$ cat config.mk
export PLATFORM = sky130hd
export DESIGN_NAME = conv_tile_wr_addr
export DESIGN_NICKNAME = d
export VERILOG_FILES = /design/src/rtl/conv_tile_wr_addr.sv
export SDC_FILE = /design/constraint.sdc
export NUM_CORES = 1
export LEC_CHECK = 0
export BUFFER_PORTS_ARGS = -buffer_cell sky130_fd_sc_hd__buf_2
export CORE_MARGIN = 8
export CORE_UTILIZATION = 26
export CTS_CLUSTER_SIZE = 40
export DETAILED_ROUTE_END_ITERATION = 16
export MAX_ROUTING_LAYER = met4
export SYNTH_ARGS = -nofsm -noshare
export SYNTH_HDL_FRONTEND = slang
export SYNTH_SLANG_ARGS = --single-unit
$ cat constraint.sdc
create_clock -name clk_i -period 2.55 [get_ports clk_i]
set_input_delay 0.51 -clock clk_i [delete_from_list [all_inputs] [get_ports clk_i]]
set_output_delay 0.51 -clock clk_i [all_outputs]
set_load 0.01 [all_outputs]
$ cat src/rtl/conv_tile_wr_addr.sv
// Halo write-address generator: routes bottom-row pixels of a tile to top RAM
// and right-column pixels to side RAM. WR_ADDR_BOUND_CHK_EN adds oob_o.
module conv_tile_wr_addr #(
  parameter int DATA_W    = 16,
  parameter int ADDR_W    = 13,
  parameter int TILE_H    = 8,
  parameter int TOP_DEPTH = 8192
) (
  input  logic              clk_i,
  input  logic              rst_n_i,
  input  logic              start_i,
  input  logic [2:0]        layer_i,
  input  logic [ADDR_W-1:0] top_offset_i,
  input  logic [ADDR_W-1:0] side_offset_i,
  input  logic              pix_valid_i,
  input  logic [DATA_W-1:0] pix_data_i,
  output logic              pix_ready_o,
  output logic              top_we_o,
  output logic [ADDR_W-1:0] top_addr_o,
  output logic [DATA_W-1:0] top_data_o,
  output logic              side_we_o,
  output logic [ADDR_W-1:0] side_addr_o,
  output logic [DATA_W-1:0] side_data_o,
  output logic              busy_o,
  output logic              done_o,
  output logic              err_o
`ifdef WR_ADDR_BOUND_CHK_EN
  ,output logic             oob_o
`endif
);

  localparam int RW = (TILE_H > 1) ? $clog2(TILE_H) : 1;

  typedef enum logic [1:0] {IDLE, LOAD, RUN, DONE} state_t;

  state_t            state, nxt;
  logic [ADDR_W-1:0] top_off_q, side_off_q;
  logic [3:0]        wm1_q, wm1_d;
  logic [3:0]        col;
  logic [RW-1:0]     row;
  logic              acc, last_col, last_row;
  logic              start_ok, start_bad;
  logic              top_hit;

  assign start_ok  = (state == IDLE) && start_i && (layer_i <= 3'd5);
  assign start_bad = (state == IDLE) && start_i && (layer_i > 3'd5);
  assign acc       = (state == RUN) && pix_valid_i;
  assign last_col  = (col == wm1_q);
  assign last_row  = (row == RW'(TILE_H-1));

  assign pix_ready_o = (state == RUN);
  assign busy_o      = (state == LOAD) || (state == RUN);
  assign done_o      = (state == DONE);

  // Tile width minus one, so the last-column test is a plain compare
  always_comb begin
    wm1_d = 4'd0;
    unique case (1'b1)
      (layer_i <= 3'd1): wm1_d = 4'd15;
      (layer_i == 3'd2): wm1_d = 4'd7;
      (layer_i == 3'd3): wm1_d = 4'd3;
      (layer_i == 3'd4): wm1_d = 4'd1;
      default:           wm1_d = 4'd0;
    endcase
  end

`ifdef WR_ADDR_BOUND_CHK_EN
  logic [ADDR_W:0] top_sum;
  logic            top_oob;
  assign top_sum = {1'b0, top_off_q} + (ADDR_W+1)'(col);
  assign top_oob = top_sum >= (ADDR_W+1)'(TOP_DEPTH);
  assign top_hit = acc && last_row && !top_oob;

  always_ff @(posedge clk_i) begin
    if (!rst_n_i)
      oob_o <= 1'b0;
    else if (start_ok)
      oob_o <= 1'b0;
    else if (acc && last_row && top_oob)
      oob_o <= 1'b1;
  end
`else
  assign top_hit = acc && last_row;
`endif

  always_comb begin
    nxt = state;
    unique case (state)
      IDLE:    if (start_ok) nxt = LOAD;
      LOAD:    nxt = RUN;
      RUN:     if (acc && last_col && last_row) nxt = DONE;
      DONE:    nxt = IDLE;
      default: nxt = IDLE;
    endcase
  end

  always_ff @(posedge clk_i) begin
    if (!rst_n_i) begin
      state       <= IDLE;
      top_off_q   <= '0;
      side_off_q  <= '0;
      wm1_q       <= '0;
      col         <= '0;
      row         <= '0;
      top_we_o    <= 1'b0;
      top_addr_o  <= '0;
      top_data_o  <= '0;
      side_we_o   <= 1'b0;
      side_addr_o <= '0;
      side_data_o <= '0;
      err_o       <= 1'b0;
    end else begin
      state     <= nxt;
      err_o     <= start_bad;
      top_we_o  <= top_hit;
      side_we_o <= acc && last_col;
      if (start_ok) begin
        top_off_q  <= top_offset_i;
        side_off_q <= side_offset_i;
        wm1_q      <= wm1_d;
      end
      if (state == LOAD) begin
        col <= '0;
        row <= '0;
      end
      if (acc) begin
        top_addr_o  <= top_off_q + ADDR_W'(col);
        top_data_o  <= pix_data_i;
        side_addr_o <= side_off_q + ADDR_W'(row);
        side_data_o <= pix_data_i;
        if (last_col) begin
          col <= '0;
          row <= row + 1'b1;
        end else begin
          col <= col + 1'b1;
        end
      end
    end
  end

endmodule

==> impl_metrics.json, run 1 <==
{
  "status": "finished, final reports clean",
  "tns_ns": 0,
  "htreeDepth": 3,
  "antenna_found_initial": 0,
  "synth_edf_count": 0,
  "core_area_mm2": 0.0144,
  "cts_tree": "built",
  "end_kind": "register",
  "clkSlewWorstSetupHoldPaths_ns": 0.06,
  "io_pins": 113,
  "hold_violations": 0,
  "cp-start-kind": "register",
  "drive_gt1_share_pct": 26.0,
  "worst-setup-path-type": "reg -> reg",
  "clockPowerShare_pct": 34.2,
  "p_int_mw": 2.58,
  "setup_viol": 0,
  "worstPathMaxFanout": 51,
  "synthCells": 459,
  "yosysWarnings": 0,
  "cap_violations": 0,
  "gr-total-overflow": 0,
  "hp-class": "in -> reg",
  "detail_route.wl_per_cell_um": 14.6,
  "grt_use_total_pct": 11.9,
  "tightest_slew_ns": 0.838,
  "regToRegEndpoint": "side_data_o[7]$_SDFFE_PN0N_",
  "antenna_left": 0,
  "ys_types": 44,
  "cts_hold_buffers": 0,
  "clock-root-buffer": "clkbuf_16",
  "pwr-share-seq_pct": 43.9,
  "cpPeakStageDelay_ns": 0.73,
  "skew_ns": 0.00641,
  "netlist_area_mm2": 0.00381,
  "ys_async_sr_fraction_pct": 0,
  "top_layer_used": "met4",
  "r2r_cells": 6,
  "power.density_mw_per_mm2": 797,
  "holdPathEnd": "side_data_o[12]$_SDFFE_PN0N_",
  "route.met3.wl_um": 600,
  "portBuffers": 112,
  "n_antenna_cell": 0,
  "syn-num-nets": 525,
  "drt_first_iter_violations": 161,
  "peakVddDrop_v": 0.000303,
  "slowest_stage": "and2_2",
  "cts_resized": 0,
  "fin_crit_sh_pct": 81.5,
  "slew_viol_final": 0,
  "clock.fmax_mhz": 481,
  "die_width_um": 137,
  "synth_ff_type": "dfxtp_1",
  "insertion_delay_ns": 0.33,
  "grt_max_degree": 52,
  "avgSynthCellArea_um2": 8.30,
  "num_vias": 3542,
  "clock_tree.buffer_depth": 2,
  "swShare_pct": 31.5,
  "total_leakage_power_nw": 2.01,
  "grt_first_pass_wirelength_um": 17000,
  "met1_length_um": 4840,
  "slew_headroom_pct": 44.1,
  "yosysSeqAreaShare_pct": 44.1,
  "p_comb_share_pct": 21.9,
  "ys_ff_latch": 84,
  "hold_slack_ns": 0.411,
  "die_h_um": 137,
  "clock_sinks": 84,
  "p_switching_mw": 1.19,
  "final_nets": 615,
  "start_util_pct": 26.4,
  "grt_setup_unrepaired": "no",
  "critical_path_required_ns": 2.81,
  "min_path_cells": 3,
  "hp-start": "pix_data_i[12]",
  "post-cts-setup-buffer-count": 0,
  "gp_congestion": 0.861,
  "wl_um": 10800,
  "worstReg2RegStart": "state[0]$_SDFFE_PN0P_",
  "die-area_mm2": 0.0188,
  "drc_errors": 0,
  "wl_met2_um": 5150,
  "grt_pass1_vias": 3392,
  "numCtsBuffers": 9,
  "crit_chain": "inv_1 > ha_1 > and2_2 > buf_4 > nand2_1 > a21oi_1",
  "crit_arrival_ns": 2.34,
  "period_needed_ns": 2.08,
  "reg2reg_slack_ns": 0.47,
  "drtPass1Iterations": 4,
  "via_per_inst": 4.80,
  "num_rows": 44,
  "hpwl_um": 8010,
  "area_delta_synth_final_pct": 23.9
}
state kept, by name, indices dropped and copies added, names as in the netlist:
register and cells:
row 3, wm1_q 4, side_off_q 13, side_data_o 16, err_o 1, state 2
top_off_q 13, side_we_o 1, top_addr_o 13, side_addr_o 13, top_we_o 1, col 4
power groups by stage:
| stage | Clock, mW | Sequential (mW) | Combinational [mW] |
|---|---|---|---|
| detailed placement | 0 | 1.68 | 0.834 |
| finish | 1.29 | 1.65 | 0.824 |
| global placement | 0 | 1.67 | 0.810 |
| floorplan | 0 | 1.68 | 0.516 |
| CTS | 1.34 | 1.66 | 0.838 |
| global route | 1.39 | 1.68 | 0.921 |
area by class of cell:
| type | instances | area [µm²] |
|---|---|---|
| clock inverter | 6 | 62.6 |
| sequential | 84 | 1680 |
| clock buffer | 10 | 229 |
| multi-input combinational | 330 | 1890 |
| tap | 184 | 230 |
| inverter | 5 | 18.8 |
| fill | 1569 | 9700 |
| timing repair buffer | 119 | 613 |
kinds of logic (layout without fill, tap and decap cells):
group | count (synthesis) | in the layout | share of synthesized area [%]
AND/OR/NAND/NOR | 174 | 174 | 21.1
AO/OA/AOI/OAI | 125 | 125 | 19.1
flip-flops | 84 | 84 | 44.1
buffers and inverters | 45 | 140 | 6.43
adder cells (fa/ha/maj) | 17 | 17 | 5.98
XOR/XNOR | 12 | 12 | 2.76
multiplexers | 2 | 2 | 0.525
routing by layer:
metal  GRT usage, %  vias up
met2           19.4       97
met5              -        -
met3           2.94       13
li1               -     1765
met1           13.8     1667
met4           4.28        0
synthesized netlist by cell type, drive strengths merged (6+ instances only):
cell,number,share of area (%)
nand2,111,11
dfxtp,84,44
a21oi,60,8.1
o21ai,28,3.7
buf,22,4.2
clkbuf,18,1.8
ha,15,4.9
nand3,12,1.6
nor2,11,1.1
or3,11,1.8
a31oi,10,1.6
a211oi,8,1.6
xnor2,7,1.6
nand4,6,1.4
worst max-delay path, delay by kind of cell (launching register included):
kind	cells	cell delay, ns
compound gates	1	0.12
flops	1	0.35
simple gates	2	0.82
fa+ha+maj	1	0.23
buf+inv	2	0.48
per-stage QoR:
step                setup slack (ns)  util (%)  std cells  power [mW]  area, µm²
finish                         0.471      32.7        738        3.76       4720
CTS                            0.473      32.7        738        3.83       4720
global route                   0.259      32.7        738        3.99       4720
detailed placement             0.493      30.7        722        2.52       4430
global placement               0.601      30.7        722        2.48       4430
floorplan                      0.757         -        459        2.20       3810
cells in the final DEF (no fill, tap or decap), types with 3 or more instances in the layout:
cell type	n
dfxtp_1	84
a21o_1	5
nor3_1	4
or3_1	10
ha_1	15
nand4_1	5
nand2_1	111
clkinv_2	3
o21ai_0	28
a31oi_1	10
a211oi_1	8
nor2_1	11
nor2b_1	4
buf_4	7
or4_1	3
clkbuf_16	9
xor2_1	5
nand3_1	12
and4_1	3
a21oi_1	58
inv_1	4
xnor2_1	7
o31ai_1	4
buf_2	112
worst max-delay path by stage:
stage                                      from                     endpoint  slack [ns]  depth (start not counted)
final                     state[0]$_SDFFE_PN0P_  side_data_o[7]$_SDFFE_PN0N_        0.47                          6
after global routing      state[0]$_SDFFE_PN0P_  side_data_o[2]$_SDFFE_PN0N_        0.26                          6
after CTS                 state[0]$_SDFFE_PN0P_  side_data_o[7]$_SDFFE_PN0N_        0.47                          6
after detailed placement  state[0]$_SDFFE_PN0P_  side_data_o[2]$_SDFFE_PN0N_        0.49                          6
after global placement      col[0]$_SDFFE_PN0P_   top_addr_o[4]$_SDFFE_PN0N_        0.60                          6
after floorplan             col[0]$_SDFFE_PN0P_   top_addr_o[8]$_SDFFE_PN0N_        0.76                          6
No activity file was read; power rests on OpenSTA's default activity.
==> run 2: changes to the inputs <==
Settings changed: ABC_AREA from default to 1.
Clock period 2.55 ns to 2.2 ns, I/O delays scaled along.
==> impl_metrics.json, run 2 <==
{
  "status": "finished, final reports clean",
  "slew_headroom_pct": 45.6,
  "synth_ff_type": "dfxtp_1",
  "total_power_mw": 5.11,
  "grt_first_pass_wirelength_um": 17800,
  "hpwl_um": 8270,
  "yosysSeqAreaShare_pct": 41.9,
  "tns_ns": 0,
  "num_vias": 3652,
  "total_leakage_power_nw": 2.38,
  "clock_sinks": 84,
  "ys_ff_latch": 84,
  "power.density_mw_per_mm2": 1030,
  "insertion_delay_ns": 0.34,
  "worst-setup-path-type": "reg -> reg",
  "cts_tree": "built",
  "largest-register": "side_data_o",
  "peakVddDrop_v": 0.000423,
  "htreeDepth": 3,
  "crit_arrival_ns": 2.01,
  "antenna_found_initial": 1,
  "post-cts-setup-buffer-count": 0,
  "drtPass1Iterations": 4,
  "drc_errors": 0,
  "cp-start-kind": "register",
  "gp_congestion": 0.795,
  "largest_reg_flops": 16,
  "num_rows": 45,
  "skew_ns": 0.00855,
  "period_needed_ns": 1.76,
  "synth.top_cells.by_area": "dfxtp_1 42%, nor2_1 9.5%, o21ai_0 7.5%",
  "grt_setup_unrepaired": "no",
  "cts_resized": 0,
  "cpPeakStageDelay_ns": 0.42,
  "ys_types": 32,
  "drive_gt1_share_pct": 23.8,
  "die_width_um": 140,
  "portBuffers": 112,
  "final_common_cell": "buf_2",
  "tightest_slew_ns": 0.815,
  "critPathMostFrequentCell": "nand2_1",
  "synthCells": 548,
  "yosysWarnings": 0,
  "via_per_inst": 4.39,
  "synth_top_area_cell": "dfxtp_1",
  "wl_um": 11100,
  "grt_pass1_vias": 3474,
  "netlist_area_mm2": 0.00401,
  "clkSlewWorstSetupHoldPaths_ns": 0.06,
  "synth_most_common_cell": "nor2_1",
  "final_cell_mix": "112 x buf_2, 102 x nor2_1, 84 x dfxtp_1",
  "synth_top_area_share_pct": 41.9,
  "die_h_um": 140,
  "numCtsBuffers": 9,
  "fillers": 1651,
  "hp-class": "in -> reg",
  "setup_viol": 0,
  "slowest_stage": "fa_1",
  "area_delta_synth_final_pct": 23.3,
  "syn-num-nets": 614,
  "fin_crit_sh_pct": 80.0,
  "cap_violations": 0,
  "clock_tree.buffer_depth": 2,
  "final_nets": 704,
  "ys_async_sr_fraction_pct": 0,
  "detail_route.wl_per_cell_um": 13.4,
  "worstPathMaxFanout": 6,
  "grt_use_total_pct": 11.8,
  "cts_hold_buffers": 0,
  "slew_viol_final": 0,
  "die-area_mm2": 0.0197,
  "core_area_mm2": 0.0151,
  "grt_max_degree": 61,
  "gr-total-overflow": 0,
  "hold_violations": 0,
  "critical_path_required_ns": 2.45,
  "end_kind": "register",
  "clock.fmax_mhz": 568,
  "avgSynthCellArea_um2": 7.32,
  "clock-root-buffer": "clkbuf_16",
  "antenna_left": 0,
  "io_pins": 113,
  "crit_chain": "ha_1 > fa_1 > nand3_1 > nand2_1 > nand2_2 > nor2_1 > nand2_1 > nand3_1 > nand2_1 > inv_1",
  "synth_edf_count": 0,
  "start_util_pct": 26.5,
  "drt_first_iter_violations": 138,
  "ys_top_cells_by_count": "102 x nor2_1, 84 x dfxtp_1, 74 x nand2_1"
}
-- run 2: changes by cell type in the layout (fill, tap and decap cells not counted), moves of 8 or more --
cell / change
a211oi_1: -8
or3_1: -10
nor2_1: +91
inv_1: +52
o21ai_0: +32
a21oi_1: -25
nand2_1: -37
a31oi_1: -10
nand3_1: +17
-- run 2: final timing paths --
check                                  start                           end  slack (ns)  cells after the start
setup / recovery         col[0]$_SDFFE_PN0P_   top_addr_o[12]$_SDFFE_PN0N_        0.44                     10
hold / removal                pix_data_i[12]  side_data_o[12]$_SDFFE_PN0N_        0.35                      3
setup reg to reg         col[0]$_SDFFE_PN0P_   top_addr_o[12]$_SDFFE_PN0N_        0.44                     10
hold reg to reg   top_addr_o[1]$_SDFFE_PN0N_    top_addr_o[1]$_SDFFE_PN0N_        0.49                      2
-- run 2: through the flow --
step           hold slack (ns)  utilization, %  setup WS [ns]  instance area [µm²]  instances
2_1_floorplan            0.442               -          0.610                 4010        548
3_3_place_gp             0.465            30.6          0.488                 4640        815
3_5_place_dp             0.479            30.6          0.446                 4640        815
4_1_cts                  0.337            32.7          0.444                 4950        831
5_1_grt                  0.353            32.7          0.251                 4950        832
6_report                 0.345            32.7          0.439                 4950        832
-- run 2: cells by family (layout without fill, tap and decap cells) --
logic type	count (synthesis)	in the layout	share of synthesized area, %
and+or+nand+nor	227	227	23.8
AOI/OAI and AO/OA	107	107	14.1
buffers and inverters	99	194	11.4
DFF	84	84	41.9
adders and majority gates	17	17	5.68
xor gates and xnor gates	14	14	3.06
other	0	1	0
-- run 2: layer usage --
layer  up-vias  part of all wire (%)  global-route usage, %
met5         -                     0                      -
met4         0                   1.9                   4.17
met3        14                   7.0                   3.91
met1      1598                    52                   15.3
li1       1915                     -                      -
met2       125                    40                   16.6
-- run 2: critical path, delay by kind of cell (launching register included) --
kind,cells,cell delay [ns]
adder cells (fa/ha/maj),2,0.68
buffers and inverters,1,0.03
flip-flops,1,0.36
AND/OR/NAND/NOR,7,0.59
-- run 2: layout make-up --
type	count	area (µm²)	share of cell area, %
diodes	1	2.50	0.0506
well taps	188	235	4.75
repair buffers	117	623	12.6
clock inverters	4	47.5	0.961
multi-input cells	365	1870	37.8
inverters	61	230	4.65
clock buffers	12	256	5.18
flip-flops and latches	84	1680	34.0
-- run 2: power breakdown --
part           switching (mW)  internal, mW  leakage (nW)
Clock                   0.606         0.938         0.149
Sequential              0.213          1.82         0.686
Combinational           0.944         0.587          1.54
Total                    1.76          3.34          2.38
==> run 3: changes to the inputs <==
Clock period 2.2 ns to 1.65 ns, I/O delays scaled along.
==> impl_metrics.json, run 3 (synthesis gave the netlist of run 2 again) <==
{
  "final_common_cell": "buf_2",
  "die-area_mm2": 0.0197,
  "hp-start": "pix_data_i[12]",
  "worstPathMaxFanout": 3,
  "gp_congestion": 0.782,
  "num_rows": 45,
  "cts_hold_buffers": 0,
  "power.density_mw_per_mm2": 1310,
  "die_width_um": 140,
  "largest_reg_flops": 16,
  "grt_max_degree": 27,
  "n_antenna_cell": 0,
  "clkSlewWorstSetupHoldPaths_ns": 0.06,
  "total_leakage_power_nw": 2.47,
  "worstReg2RegStart": "side_off_q[0]$_SDFFE_PN0P_",
  "cap_violations": 0,
  "wl_um": 11100,
  "critical_path_required_ns": 1.88,
  "hp-class": "in -> reg",
  "end_kind": "register",
  "detail_route.wl_per_cell_um": 13.2,
  "setup_viol": 0,
  "clock_sinks": 84,
  "gr-total-overflow": 0,
  "clock-root-buffer": "clkbuf_16",
  "grt_pass1_vias": 3456,
  "antenna_found_initial": 0,
  "htreeDepth": 3,
  "hold_violations": 0,
  "crit_arrival_ns": 1.81,
  "r2r_cells": 8,
  "final_nets": 720,
  "num_vias": 3630,
  "drc_errors": 0,
  "min_path_cells": 3,
  "dp_cells": 830,
  "grt_first_pass_wirelength_um": 17700,
  "slew_viol_final": 0,
  "drt_first_iter_violations": 108,
  "via_per_inst": 4.30,
  "final_cell_mix": "112 x buf_2, 102 x nor2_1, 82 x dfxtp_1",
  "numCtsBuffers": 9,
  "slew_headroom_pct": 76.2,
  "worst-setup-path-type": "reg -> reg",
  "core_area_mm2": 0.0151,
  "cp-start-kind": "register",
  "grt_setup_unrepaired": "yes",
  "reg2reg_slack_ns": 0.08,
  "status": "finished, final reports clean",
  "startpoint": "side_off_q[0]$_SDFFE_PN0P_",
  "area_delta_synth_final_pct": 27.7,
  "grt_use_total_pct": 11.7,
  "multi_input_area_mm2": 0.00193,
  "portBuffers": 112,
  "hold_slack_ns": 0.234,
  "finalNonFillerCells": 845,
  "period_needed_ns": 1.57,
  "antenna_left": 0,
  "drive_gt1_share_pct": 27.2,
  "fin_crit_sh_pct": 95.2,
  "tightest_slew_ns": 0.357,
  "clock_tree.buffer_depth": 2,
  "die_h_um": 140,
  "clock.fmax_mhz": 637,
  "cts_tree": "built",
  "fillers": 1640,
  "start_util_pct": 26.5,
  "skew_ns": 0.00607,
  "drtPass1Iterations": 4,
  "hpwl_um": 8550,
  "peakVddDrop_v": 0.000598,
  "largest-register": "side_data_o",
  "io_pins": 113,
  "total_power_mw": 6.73,
  "seqCellArea_mm2": 0.00168,
  "insertion_delay_ns": 0.34
}
## run 3: area by class of cell
cell class / instances / area share [%]
clock buffer: 11 / 4.74
clock inverter: 3 / 0.293
inverter: 61 / 4.57
multi-input combinational: 365 / 37.7
sequential: 84 / 32.9
tap: 188 / 4.59
timing repair buffer: 132 / 15.1
timing repair inverter: 1 / 0.146
## run 3: critical path, stage by stage, from the launching register on
cell	delay, ns
dfxtp_2	0.34
ha_4	0.16
fa_2	0.41
nand2_2	0.10
a21oi_4	0.07
nand2_1	0.10
nor2_1	0.06
xor2_1	0.15
a21oi_1	0.07
## run 3: path summary, 6_finish.rpt
kind / endpoint
max: side_addr_o[10]$_SDFFE_PN0N_
min: side_data_o[12]$_SDFFE_PN0N_
max reg2reg: side_addr_o[10]$_SDFFE_PN0N_
min reg2reg: wm1_q[0]$_SDFFE_PN0P_
## run 3: what timing repair did
action,4_1_cts,5_1_grt
setup buffers,0,0
resized for setup,0,21
endpoints found under the setup margin,0,25
## run 3: power breakdown
| part | internal, mW | switching [mW] | total (mW) |
|---|---|---|---|
| registers | 2.43 | 0.268 | 2.69 |
| clock network | 1.04 | 0.789 | 1.82 |
| logic | 0.897 | 1.31 | 2.21 |
| total | 4.36 | 2.37 | 6.73 |
## run 3: through the flow
stage | setup TNS, ns | instance area (µm²) | setup slack [ns] | utilization, %
after floorplan | 0 | 4010 | 0.0599 | -
after global placement | 0 | 4790 | 0.0491 | 31.6
after detailed placement | 0 | 4790 | 0.0141 | 31.6
after CTS | 0 | 5050 | 0.00384 | 33.3
after global routing | -0.0281 | 5120 | -0.0214 | 33.8
final | 0 | 5120 | 0.0792 | 33.8
## run 3: routing by layer
layer	routed length [µm]	track usage [%]
met1	5820	15.4
met2	4490	16.8
met3	698	3.74
met4	114	3.09
met5	0	-
